==> src/rtl/uop_mem_responder_if.sv <==
// External 8-bit memory bus between the uop memory responder and the memory system.
// Handshake: bus_rq is held high with stable bus_adr/bus_we/bus_dout until bus_ack is sampled on a rising clk; that edge completes the beat.
interface uop_bus_if #(
  parameter int unsigned ADDR_W = 16
);
  logic              bus_rq;
  logic              bus_we;
  logic [ADDR_W-1:0] bus_adr;
  logic [7:0]        bus_dout;
  logic [7:0]        bus_din;
  logic              bus_ack;

  modport master (
    output bus_rq, bus_we, bus_adr, bus_dout,
    input  bus_din, bus_ack
  );

  modport slave (
    input  bus_rq, bus_we, bus_adr, bus_dout,
    output bus_din, bus_ack
  );
endinterface

==> src/rtl/uop_mem_responder.sv <==
// Memory-side responder for the uop execution stage: runs byte/word accesses as
// one or two little-endian beats on the 8-bit bus, stalls the stage, returns tagged read data.
module uop_mem_responder #(
  parameter int unsigned ADDR_W  = 16,
  parameter int unsigned TIMEOUT = 255
) (
  input  logic              clk,
  input  logic              a_rst,
  input  logic              mar_wr,
  input  logic [ADDR_W-1:0] mar_in,
  input  logic              mem_rq,
  input  logic              mem_rq_cmd,
  input  logic              mem_rq_width,
  input  logic              main_ex_mem,
  input  logic [15:0]       wr_data,
  output logic              stop,
  output logic              rd_valid,
  output logic [15:0]       rd_data,
  output logic              rd_main,
  output logic              bus_err,
  output logic [ADDR_W-1:0] mar,
  output logic [1:0]        state_dbg,
  uop_bus_if.master         bus
);

  localparam int unsigned CNT_W = (TIMEOUT < 2) ? 1 : $clog2(TIMEOUT + 1);

  typedef enum logic [1:0] {
    S_IDLE = 2'd0,
    S_LO   = 2'd1,
    S_HI   = 2'd2,
    S_DONE = 2'd3
  } state_t;

  state_t            state_q, state_d;
  logic [ADDR_W-1:0] mar_q, mar_d;
  logic              stop_q, stop_d;
  logic              rd_valid_q, rd_valid_d;
  logic [15:0]       rd_data_q, rd_data_d;
  logic              rd_main_q, rd_main_d;
  logic              bus_err_q, bus_err_d;
  logic              bus_rq_q, bus_rq_d;
  logic              bus_we_q, bus_we_d;
  logic [ADDR_W-1:0] bus_adr_q, bus_adr_d;
  logic [7:0]        bus_dout_q, bus_dout_d;
  logic [CNT_W-1:0]  cnt_q, cnt_d;
  logic              wide_q, wide_d;
  logic              tag_q, tag_d;
  logic [7:0]        wd_hi_q, wd_hi_d;
  logic [7:0]        lo_q, lo_d;

  logic [ADDR_W-1:0] eff_adr;
  logic              to_hit;

  // A uop that writes MAR and requests memory in the same cycle uses the new address.
  assign eff_adr = mar_wr ? mar_in : mar_q;
  assign to_hit  = (TIMEOUT != 0) && (32'(cnt_q) == TIMEOUT - 32'd1);

  always_comb begin
    state_d    = state_q;
    mar_d      = mar_q;
    stop_d     = stop_q;
    rd_valid_d = 1'b0;
    rd_data_d  = rd_data_q;
    rd_main_d  = rd_main_q;
    bus_err_d  = 1'b0;
    bus_rq_d   = bus_rq_q;
    bus_we_d   = bus_we_q;
    bus_adr_d  = bus_adr_q;
    bus_dout_d = bus_dout_q;
    cnt_d      = cnt_q;
    wide_d     = wide_q;
    tag_d      = tag_q;
    wd_hi_d    = wd_hi_q;
    lo_d       = lo_q;

    if (mar_wr && !stop_q) mar_d = mar_in;

    case (state_q)
      S_IDLE: begin
        if (mem_rq && !stop_q) begin
          state_d    = S_LO;
          stop_d     = 1'b1;
          bus_rq_d   = 1'b1;
          bus_we_d   = mem_rq_cmd;
          bus_adr_d  = eff_adr;
          bus_dout_d = wr_data[7:0];
          wd_hi_d    = wr_data[15:8];
          wide_d     = mem_rq_width;
          tag_d      = main_ex_mem;
          cnt_d      = '0;
        end
      end
      S_LO, S_HI: begin
        if (bus.bus_ack) begin
          cnt_d = '0;
          if (state_q == S_LO && wide_q) begin
            state_d    = S_HI;
            bus_adr_d  = bus_adr_q + ADDR_W'(1);
            bus_dout_d = wd_hi_q;
            lo_d       = bus.bus_din;
          end else begin
            state_d  = S_DONE;
            bus_rq_d = 1'b0;
            // rd_data is only replaced when a read fully completes, so an abort leaves it intact.
            if (!bus_we_q) begin
              rd_valid_d = 1'b1;
              rd_main_d  = tag_q;
              rd_data_d  = (state_q == S_HI) ? {bus.bus_din, lo_q} : {8'h00, bus.bus_din};
            end
          end
        end else if (to_hit) begin
          state_d   = S_IDLE;
          bus_rq_d  = 1'b0;
          stop_d    = 1'b0;
          bus_err_d = 1'b1;
          cnt_d     = '0;
        end else if (TIMEOUT != 0) begin
          cnt_d = cnt_q + CNT_W'(1);
        end
      end
      S_DONE: begin
        state_d = S_IDLE;
        stop_d  = 1'b0;
      end
      default: state_d = S_IDLE;
    endcase
  end

  always_ff @(posedge clk or negedge a_rst) begin
    if (!a_rst) begin
      state_q    <= S_IDLE;
      mar_q      <= '0;
      stop_q     <= 1'b0;
      rd_valid_q <= 1'b0;
      rd_data_q  <= '0;
      rd_main_q  <= 1'b0;
      bus_err_q  <= 1'b0;
      bus_rq_q   <= 1'b0;
      bus_we_q   <= 1'b0;
      bus_adr_q  <= '0;
      bus_dout_q <= '0;
      cnt_q      <= '0;
      wide_q     <= 1'b0;
      tag_q      <= 1'b0;
      wd_hi_q    <= '0;
      lo_q       <= '0;
    end else begin
      state_q    <= state_d;
      mar_q      <= mar_d;
      stop_q     <= stop_d;
      rd_valid_q <= rd_valid_d;
      rd_data_q  <= rd_data_d;
      rd_main_q  <= rd_main_d;
      bus_err_q  <= bus_err_d;
      bus_rq_q   <= bus_rq_d;
      bus_we_q   <= bus_we_d;
      bus_adr_q  <= bus_adr_d;
      bus_dout_q <= bus_dout_d;
      cnt_q      <= cnt_d;
      wide_q     <= wide_d;
      tag_q      <= tag_d;
      wd_hi_q    <= wd_hi_d;
      lo_q       <= lo_d;
    end
  end

  assign stop         = stop_q;
  assign rd_valid     = rd_valid_q;
  assign rd_data      = rd_data_q;
  assign rd_main      = rd_main_q;
  assign bus_err      = bus_err_q;
  assign mar          = mar_q;
  assign state_dbg    = state_q;
  assign bus.bus_rq   = bus_rq_q;
  assign bus.bus_we   = bus_we_q;
  assign bus.bus_adr  = bus_adr_q;
  assign bus.bus_dout = bus_dout_q;

endmodule

==> src/flat_wrapper.sv <==
// flat-port wrapper written by rule: the top's interface ports become plain ports
module uop_mem_responder_flat 
#(
  parameter int unsigned ADDR_W  = 16,
  parameter int unsigned TIMEOUT = 255
)
  (clk, a_rst, mar_wr, mar_in, mem_rq, mem_rq_cmd, mem_rq_width, main_ex_mem, wr_data, stop, rd_valid, rd_data, rd_main, bus_err, mar, state_dbg, bus_bus_rq, bus_bus_we, bus_bus_adr, bus_bus_dout, bus_bus_din, bus_bus_ack);
  uop_bus_if #(.ADDR_W(ADDR_W)) bus_i ();
  input  logic clk;
  input  logic a_rst;
  input  logic mar_wr;
  input  logic [ADDR_W-1:0] mar_in;
  input  logic mem_rq;
  input  logic mem_rq_cmd;
  input  logic mem_rq_width;
  input  logic main_ex_mem;
  input  logic [15:0] wr_data;
  output logic stop;
  output logic rd_valid;
  output logic [15:0] rd_data;
  output logic rd_main;
  output logic bus_err;
  output logic [ADDR_W-1:0] mar;
  output logic [1:0] state_dbg;
  output wire logic [$bits(bus_i.bus_rq)-1:0] bus_bus_rq;
  output wire logic [$bits(bus_i.bus_we)-1:0] bus_bus_we;
  output wire logic [$bits(bus_i.bus_adr)-1:0] bus_bus_adr;
  output wire logic [$bits(bus_i.bus_dout)-1:0] bus_bus_dout;
  input wire logic [$bits(bus_i.bus_din)-1:0] bus_bus_din;
  input wire logic [$bits(bus_i.bus_ack)-1:0] bus_bus_ack;
  assign bus_bus_rq = bus_i.bus_rq;
  assign bus_bus_we = bus_i.bus_we;
  assign bus_bus_adr = bus_i.bus_adr;
  assign bus_bus_dout = bus_i.bus_dout;
  assign bus_i.bus_din = bus_bus_din;
  assign bus_i.bus_ack = bus_bus_ack;
  uop_mem_responder #(.ADDR_W(ADDR_W), .TIMEOUT(TIMEOUT)) u_core (.clk(clk), .a_rst(a_rst), .mar_wr(mar_wr), .mar_in(mar_in), .mem_rq(mem_rq), .mem_rq_cmd(mem_rq_cmd), .mem_rq_width(mem_rq_width), .main_ex_mem(main_ex_mem), .wr_data(wr_data), .stop(stop), .rd_valid(rd_valid), .rd_data(rd_data), .rd_main(rd_main), .bus_err(bus_err), .mar(mar), .state_dbg(state_dbg), .bus(bus_i));
endmodule
==> config.mk <==
export PLATFORM = sky130hd
export DESIGN_NAME = uop_mem_responder_flat
export DESIGN_NICKNAME = d
export VERILOG_FILES = /design/src/rtl/uop_mem_responder_if.sv /design/src/rtl/uop_mem_responder.sv /design/src/flat_wrapper.sv
export SDC_FILE = /design/constraint.sdc
export NUM_CORES = 1
export LEC_CHECK = 0
export CORE_UTILIZATION = 35
export DETAILED_ROUTE_END_ITERATION = 8
export GPL_ROUTABILITY_DRIVEN = 0
export GPL_TIMING_DRIVEN = 0
export PLACE_DENSITY = 0.56
export SKIP_CTS_REPAIR_TIMING = 1
export SLEW_MARGIN = 20
export SYNTH_ARGS = -nofsm -noshare
export SYNTH_HDL_FRONTEND = slang
export SYNTH_SLANG_ARGS = --single-unit
export TNS_END_PERCENT = 5
==> constraint.sdc <==
create_clock -name clk -period 2.6 [get_ports clk]
set_input_delay 0.52 -clock clk [delete_from_list [all_inputs] [get_ports clk]]
set_output_delay 0.52 -clock clk [all_outputs]
set_load 0.02 [all_outputs]
==> results of run 1 <==
-- power groups by stage --
stage | Clock [W] | Combinational [W] | Sequential [W]
after global placement | 0 | 0.00391 | 0.00242
after floorplan | 0 | 0.00200 | 0.00283
after global routing | 0.00141 | 0.00431 | 0.00250
after CTS | 0.00136 | 0.00398 | 0.00241
final | 0.00132 | 0.00393 | 0.00241
after detailed placement | 0 | 0.00396 | 0.00243
-- sequential cells by signal, indices dropped and copies added, names as in the netlist --
register and cells:
u_core.tag_q 1, u_core.cnt_q 8, u_core.bus_err 1, u_core.rd_data 16, u_core.bus.bus_rq 1, u_core.rd_valid 1, u_core.bus.bus_dout 8, u_core.mar 16
u_core.stop 1, u_core.lo_q 8, u_core.bus.bus_adr 16, u_core.rd_main 1, u_core.wide_q 1, u_core.bus.bus_we 1, u_core.state_dbg 2, u_core.wd_hi_q 8
-- path summary, 6_finish.rpt --
kind / start / slack (ns) / cells past startpoint / to
max: u_core.state_dbg[1]$_DFFE_PN0P_ / 0.18 / 5 / u_core.lo_q[4]$_DFFE_PN0P_
min: a_rst / 0.03 / 1 / u_core.mar[11]$_DFFE_PN0P_
max reg2reg: u_core.state_dbg[1]$_DFFE_PN0P_ / 0.18 / 5 / u_core.lo_q[4]$_DFFE_PN0P_
min reg2reg: u_core.tag_q$_DFFE_PN0P_ / 0.48 / 2 / u_core.tag_q$_DFFE_PN0P_
max in group asynchronous: a_rst / 1.97 / 2 / u_core.cnt_q[5]$_DFFE_PN0P_
min in group clk: u_core.tag_q$_DFFE_PN0P_ / 0.48 / 2 / u_core.tag_q$_DFFE_PN0P_
-- worst max-delay path, stage by stage (launching register included) --
cell and delay, ns:
dfrtp_1 0.42, inv_1 0.11, ha_1 0.40, buf_1 0.39, nand4_1 0.53, mux2_2 0.45
-- cells by family after synthesis --
group           synth area share (%)
mux                             17.7
compound gates                  8.42
simple gates                    16.5
flops                           50.7
fa+ha+maj                       2.25
xor+xnor                        1.18
buf+inv                         3.27
-- per-stage QoR --
stage	cells	TNS [ns]	utilization [%]	hold WS [ns]	total power, W
5_1_grt	710	0	49.8	0.0378	0.00822
4_1_cts	710	0	49.8	0.0320	0.00775
2_1_floorplan	415	0	-	0.224	0.00483
6_report	710	0	49.8	0.0250	0.00766
3_5_place_dp	694	-0.102	47.3	0.401	0.00640
3_3_place_gp	693	-225.58	47.1	0.456	0.00633
-- placed cells by master, fill, tap and decap left out, drive strengths merged, types with 4 or more instances in the layout --
master	n
buf	13
o21ai	17
clkdlybuf4s50	109
clkbuf	22
o211ai	7
nor3	5
nor2	19
nand4b	5
mux2i	28
ha	8
nand2	68
nor4	4
a21oi	11
mux2	45
inv	15
dfrtp	90
nand4	7
nand3	14
nor2b	6
-- per-layer routing --
metal	global-route usage (%)	up-vias
li1	-	1724
met3	2.86	15
met1	24.2	1746
met4	6.93	0
met2	31.2	87
met5	0	-
-- final cells by class --
class / instances / area, um2 / area share, %
inverter: 15 / 56.3 / 0.925
clock inverter: 4 / 51.3 / 0.843
timing repair buffer: 111 / 1130 / 18.6
buffer: 21 / 88.8 / 1.46
tap: 168 / 210 / 3.45
multi-input combinational: 289 / 2050 / 33.7
sequential: 90 / 2250 / 37.0
clock buffer: 12 / 246 / 4.05
==> impl_metrics.yaml, run 1 <==
status:
  status: "completed"
cells_and_area:
  finalNetCount: 593
  drive_above_1_share_pct: 13.5
  area_growth_pct: 37.0
  antenna_cells: 0
  fillCellCount: 1160
  final_area_um2: 6080
grt:
  track_usage_pct: 18.6
  antenna_found_initial: 0
  grt_pass1_wl_um: 18900
  overflow: 0
  grt_pass1_vias: 3689
  grt_start_max_net_pins: 67
floorplanning:
  die_h_um: 115
  io_pins: 112
  rows: 40
  die_w_um: 115
  start_util_pct: 36.4
  die_area_um2: 13100
  coreArea_um2: 12200
sta:
  max_freq_mhz: 413
  fin_skew_ns: 0.00827
  hold_viol: 0
  worst_slack_ns: 0.181
  setup_viol: 0
  relSlewSlack_pct: 42.5
  rsz0062_at_grt: "no"
  worst_slew_pin_slew_ns: 0.862
  fin_crit_ns: 2.42
  drv_slew: 0
  fin_crit_sh_pct: 93.0
setup_path:
  cp.required_ns: 2.83
  start_kind: "register"
  cp.arrival_ns: 2.64
  worstSetupPathType: "reg -> reg"
  end_kind: "register"
  crit_fanout: 10
route:
  remaining_drc_errors: 0
  highest_layer: "met4"
  vias: 3572
  drt-met1-wl_um: 5140
  routed_wl_um: 11300
  drt_iter0_markers: 153
  vias_per_cell: 5.03
  drt_pre_antenna_iters: 4
  wl_met2_um: 5570
  wl_per_cell_um: 16.0
  dr_wl_met3_um: 443
  ant_nets: 0
yosys:
  ys_seq_area_share_pct: 50.7
  synth_cell_types: 54
  ys.flop_type: "dfrtp_1"
  synthTopCellsByCount: "dfrtp_1, nand2_1, mux2_2, mux2i_1, nor2_1"
  synth_warnings: 0
  synth_enable_flop_cells: 0
  synth_nets: 471
  synthTopCellsByArea: "dfrtp_1, mux2_2, mux2i_1"
  synth_top_area_share_pct: 50.7
  netlist_area_um2: 4440
  ys_ff_latch: 90
  yosys.area.top_type: "dfrtp_1"
  synthMostInstantiatedCell: "dfrtp_1"
  postSynthCellCount: 415
  synthArstFlopShare_pct: 100
  avgSynthCellArea_um2: 10.7
power_and_ir_drop:
  power_density_nw_per_um2: 1260
  power_frac_clock_pct: 17.3
  power_frac_seq_pct: 31.5
  swShare_pct: 40.9
  p_int_w: 0.00453
  leakage_nw: 2.60
  ir_drop_uv: 358
  p_comb_share_pct: 51.2
  switching_power_w: 0.00313
placed_design:
  dp_slack_ns: -0.102
  placed_cell_area_um2: 5780
  hpwl_um: 8270
  io_buffers: 110
cts:
  cts_made_buffers: 9
  cts_tree: "yes"
  path_clk_slew_ns: 0.07
  clk_latency_ns: 0.35
  cts.sinks: 90
  cts_root_buf: "clkbuf_16"
  clockBufferDepth: 2
  h-tree-depth: 3
flow_run:
  max-cap-violations: 0
min_path:
  holdCritPathClass: "in -> async"
Power figures use the tool's default switching activity.
==> run 2, diff against run 1 <==
ABC_AREA = 1   (was unset)
CORE_MARGIN = 4   (was unset)
==> impl_metrics.yaml, run 2 <==
floorplanning:
  io_pins: 112
  coreArea_um2: 12300
  die_area_um2: 14600
  die_h_um: 121
  die_w_um: 121
  start_util_pct: 36.4
  rows: 40
yosys:
  synthMostInstantiatedCell: "nand2_1"
  synthArstFlopShare_pct: 100
  synthTopCellsByArea: "dfrtp_1, nand2_1, o21ai_0"
  ys.flop_type: "dfrtp_1"
  synth_nets: 591
  ys_ff_latch: 90
  synth_cell_types: 33
  synth_compound_area_share_pct: 15.1
  yosys.area.top_type: "dfrtp_1"
  synthSimpleGateAreaFrac_pct: 21.5
  synthAdderAreaFrac_pct: 2.24
  postSynthCellCount: 535
  synth_warnings: 0
  ys_seq_area_share_pct: 50.4
  synth_top_area_share_pct: 50.4
  synth_enable_flop_cells: 0
  synth_xor_area_share_pct: 0.196
  synthTopCellsByCount: "nand2_1, dfrtp_1, nor2_1, o21ai_0, inv_1"
  synthMuxAreaShare_pct: 3.53
  avgSynthCellArea_um2: 8.35
  synth_top_family_by_area: "simple AND/OR/NAND/NOR gates"
  netlist_area_um2: 4470
cts:
  path_clk_slew_ns: 0.07
  cts_tree: "yes"
  h-tree-depth: 3
  cts_root_buf: "clkbuf_16"
  clockBufferDepth: 2
  cts_made_buffers: 9
  clk_latency_ns: 0.34
  cts.sinks: 90
placed_design:
  io_buffers: 111
  placed_cell_area_um2: 5820
  dp_cells: 815
  dp_slack_ns: 0.391
  hpwl_um: 9230
cells_and_area:
  finalNetCount: 714
  final_cell_mix: "nand2_1, clkdlybuf4s50_1, dfrtp_1, nor2_1, o21ai_0"
  final_common_cell: "nand2_1"
  drive_above_1_share_pct: 8.90
  area_growth_pct: 36.7
  post-route-util_pct: 49.8
  final_area_um2: 6100
  stdcell_count: 831
  antenna_cells: 0
power_and_ir_drop:
  leakage_nw: 2.77
  ir_drop_uv: 472
  power_density_nw_per_um2: 1380
route:
  remaining_drc_errors: 0
  wl_per_cell_um: 14.7
  vias_per_cell: 4.78
  routed_wl_um: 12200
  vias: 3975
  drt_iter0_markers: 293
  drt_pre_antenna_iters: 5
  ant_nets: 0
grt:
  antenna_found_initial: 0
  grt_start_max_net_pins: 59
  track_usage_pct: 17.2
  grt_pass1_vias: 3922
  overflow: 0
  grt_pass1_wl_um: 20200
sta:
  fin_crit_sh_pct: 79.5
  fin_skew_ns: 0.00575
  max_freq_mhz: 484
  hold_viol: 0
  worst_slew_pin_slew_ns: 0.571
  relSlewSlack_pct: 61.9
  setup_viol: 0
  rsz0062_at_grt: "no"
  drv_slew: 0
  fin_crit_ns: 2.07
  setup_tns_ns: 0
  worst_slack_ns: 0.534
setup_path:
  end_kind: "register"
  cp.required_ns: 2.83
  worstSetupPathType: "reg -> reg"
  crit_fanout: 10
  start_kind: "register"
  cp.arrival_ns: 2.30
flow_run:
  max-cap-violations: 0
status:
  status: "completed"
min_path:
  holdCritPathClass: "in -> async"
==> run 2: cell count changes after synthesis, moves of 5 or more <==
cell      delta
o21ai_1      -9
a21oi_1     +23
o211ai_1     -5
nor2b_1      -6
inv_1       +35
mux2i_1     -28
a31oi_2      +8
nand2_1     +61
nor2_1      +40
nand3_1     +24
o21ai_0     +48
nand4b_1     -5
mux2_2      -30
==> run 2: critical path, cell delays in order, from the launching register on <==
cell      delay [ns]
dfrtp_1         0.42
inv_1           0.12
ha_1            0.36
inv_2           0.11
clkbuf_1        0.37
o21ai_0         0.16
a21oi_1         0.21
o21ai_0         0.10
o21a_1          0.10
==> run 2: layout make-up <==
cell class              instances  area (um2)
multi-input cells             371        1900
well taps                     168         210
repair buffers                112        1140
fillers                      1174        6160
inverters                      53         200
clock buffers                  10         239
plain buffers                  21         111
flip-flops and latches         90        2250
clock inverters                 6        50.0
==> run 2: cells by family after synthesis <==
| kind of cell | Yosys count |
|---|---|
| AND/OR/NAND/NOR | 235 |
| buffers and inverters | 74 |
| flip-flops | 90 |
| AO/OA/AOI/OAI | 113 |
| adder cells (fa/ha/maj) | 8 |
| multiplexers | 14 |
| XOR/XNOR | 1 |
==> run 2: power breakdown <==
group	internal (W)	switching [W]
Combinational	0.00191	0.00269
Clock	0.000686	0.000576
Sequential	0.00206	0.000501
Total	0.00465	0.00377
==> run 2: metrics by stage <==
step	hold WS, ns	total power, W
final	0.0545	0.00842
after global routing	0.0753	0.00911
after CTS	0.0596	0.00850
after detailed placement	0.430	0.00721
after global placement	0.456	0.00712
after floorplan	0.224	0.00537
==> run 2: final timing paths <==
kind,cells past startpoint,endpoint,startpoint,slack (ns)
min in group clk,2,u_core.rd_data[3]$_DFFE_PN0P_,u_core.rd_data[3]$_DFFE_PN0P_,0.47
max in group asynchronous,2,u_core.bus.bus_adr[2]$_DFFE_PN0P_,a_rst,1.95
hold / removal,1,u_core.rd_data[2]$_DFFE_PN0P_,a_rst,0.05
setup / recovery,8,u_core.bus.bus_adr[4]$_DFFE_PN0P_,u_core.state_dbg[0]$_DFFE_PN0P_,0.53
setup reg to reg,8,u_core.bus.bus_adr[4]$_DFFE_PN0P_,u_core.state_dbg[0]$_DFFE_PN0P_,0.53
hold reg to reg,2,u_core.rd_data[3]$_DFFE_PN0P_,u_core.rd_data[3]$_DFFE_PN0P_,0.47
==> run 2: per-layer routing <==
layer	vias to the layer above	global-route usage, %	share of wire [%]
li1	1987	-	-
met4	0	6.44	1.8
met5	-	0	0
met2	121	25.9	43
met1	1853	24.3	48
met3	14	3.78	6.4
==> RTL edit (settings of run 2) <==
Put one more register stage on the output `bus_err`. The value now appears one clock later. The other outputs are not delayed to match.
--- a/src/rtl/uop_mem_responder.sv
+++ b/src/rtl/uop_mem_responder.sv
@@ -171,3 +171,5 @@
   assign rd_main      = rd_main_q;
-  assign bus_err      = bus_err_q;
+  always_ff @(posedge clk) begin
+    bus_err <= bus_err_q;
+  end
   assign mar          = mar_q;
Formal check against the unedited RTL: no difference found for any inputs over 4 cycles, from zero or initial values and one cycle with a_rst low; that may be too few to reach the edited logic, so the function may still have changed.
==> RTL edit against run 2 <==
Clock skew up 0.0032 ns; area after synthesis down 0.81%; total power is 3.4% lower; count of clock-buffer cells in the layout up 1; synthesized cell count is 1.7% higher; setup slack worse by 0.10 ns; hold slack improved by 0.011 ns; global-route usage grew 0.43 points; critical path depth shrank 1; routed wire length increased by 3.1%; cell area fell by 0.35%; sequential cell count is 1 higher; core utilization is essentially flat; critical endpoint is now u_core.bus.bus_dout[0]; highest routed layer unchanged.
==> RTL edit: results (changes against run 2) <==
FF-to-FF path depth=7 (-1); met1 global-route usage=0.262 (+0.0187); clk_lat worst skew=0.34 ns (about the same); Worst path max stage delay=0.46 ns (+0.04 ns); DR vias=3989 (+0.35%); initial antenna violation count=0 (unchanged); Metal-1 WL=6140 um (+3.9%); vias in the first global route=3851 (-1.8%); Arr. time, crit path=2.44 ns (+0.14 ns); post-synth net total=600 (+1.5%); post-route setup slack=0.431 ns (-0.103 ns); DP Wirelength=9410 um (+1.9%); Filler cells=1239 (+5.5%); routed wl met3=667 um (-15%); Worst slew margin=0.651 (+0.0317); share of cells above drive strength 1=0.0744 (-0.0146); Leak Pwr=2.82 nW (+1.9%); Async SR Flop Fraction=0.989 (-0.0110); post-place setup slack=0.248 ns (-0.144 ns); status=complete, no violations; Worst R2R End=u_core.bus.bus_dout[0]; flop-to-flop setup slack=0.43 ns (-0.10 ns); CP endpoint=u_core.bus.bus_dout[0]; GR met3 Demand/Resource=0.0346 (-0.00315); Wirelength per Cell=15.0 um (+2.0%); dpl cell area=5780 um^2 (-0.62%); Final Skew=0.00895 ns (+0.00320 ns); Net count, final=723 (+1.3%); Layout Utilization=0.498 (about the same); Gate Count Post-Synth=544 (+1.7%); sequential share of the synthesized area=0.513 (+0.00865); placed cell count=824 (+1.1%); largest cells by area after synthesis=dfrtp_1 51%, nand2_1 12%, o21ai_0 5.1%, nor2_1 4.5%, inv_1 4.1%; multiplexer share of the synthesized area=0.0356 (+0.000289); Crit-path slowest cell=clkbuf_1; adder-cell share of the synthesized area=0.0226 (+0.000184); Total Wirelength=12600 um (+3.1%); met2 Track Usage GR=0.259 (-0.000298); commonest cells in the synthesized netlist=147 x nand2_1, 90 x dfrtp_1, 53 x nor2_1, 48 x inv_1, 45 x o21ai_0; Synth cell types=29 (-12%); maximum number of pins on one net before global-route repair=56 (-5.1%); compound-gate portion of the synthesized area=0.125 (-0.0264); HP Class=in -> async
## RTL edit: how the worst min path moves through the flow
stage | from | to | slack (ns) | depth (start not counted)
6_report | a_rst | u_core.mar[14] | 0.07 | 1
5_1_grt | a_rst | u_core.mar[14] | 0.09 | 1
4_1_cts | a_rst | u_core.mar[14] | 0.07 | 1
3_5_place_dp | u_core.bus_err_q | u_core.bus_err | 0.34 | 0
3_3_place_gp | u_core.bus_err_q | u_core.bus_err | 0.33 | 0
2_1_floorplan | a_rst | u_core.bus.bus_adr[0] | 0.22 | 0
## RTL edit: area by class of cell
class / count / share of cell area
buffer: 22 / 0.0162
clock buffer: 11 / 0.0399
clock inverter: 5 / 0.0101
inverter: 53 / 0.0327
multi-input combinational: 378 / 0.306
sequential: 91 / 0.374
tap: 168 / 0.0346
timing repair buffer: 112 / 0.187
## RTL edit: power by group
group / switching (W) / internal, W
clock: 0.000562 / 0.000775
combinational: 0.00253 / 0.00174
sequential: 0.000487 / 0.00204
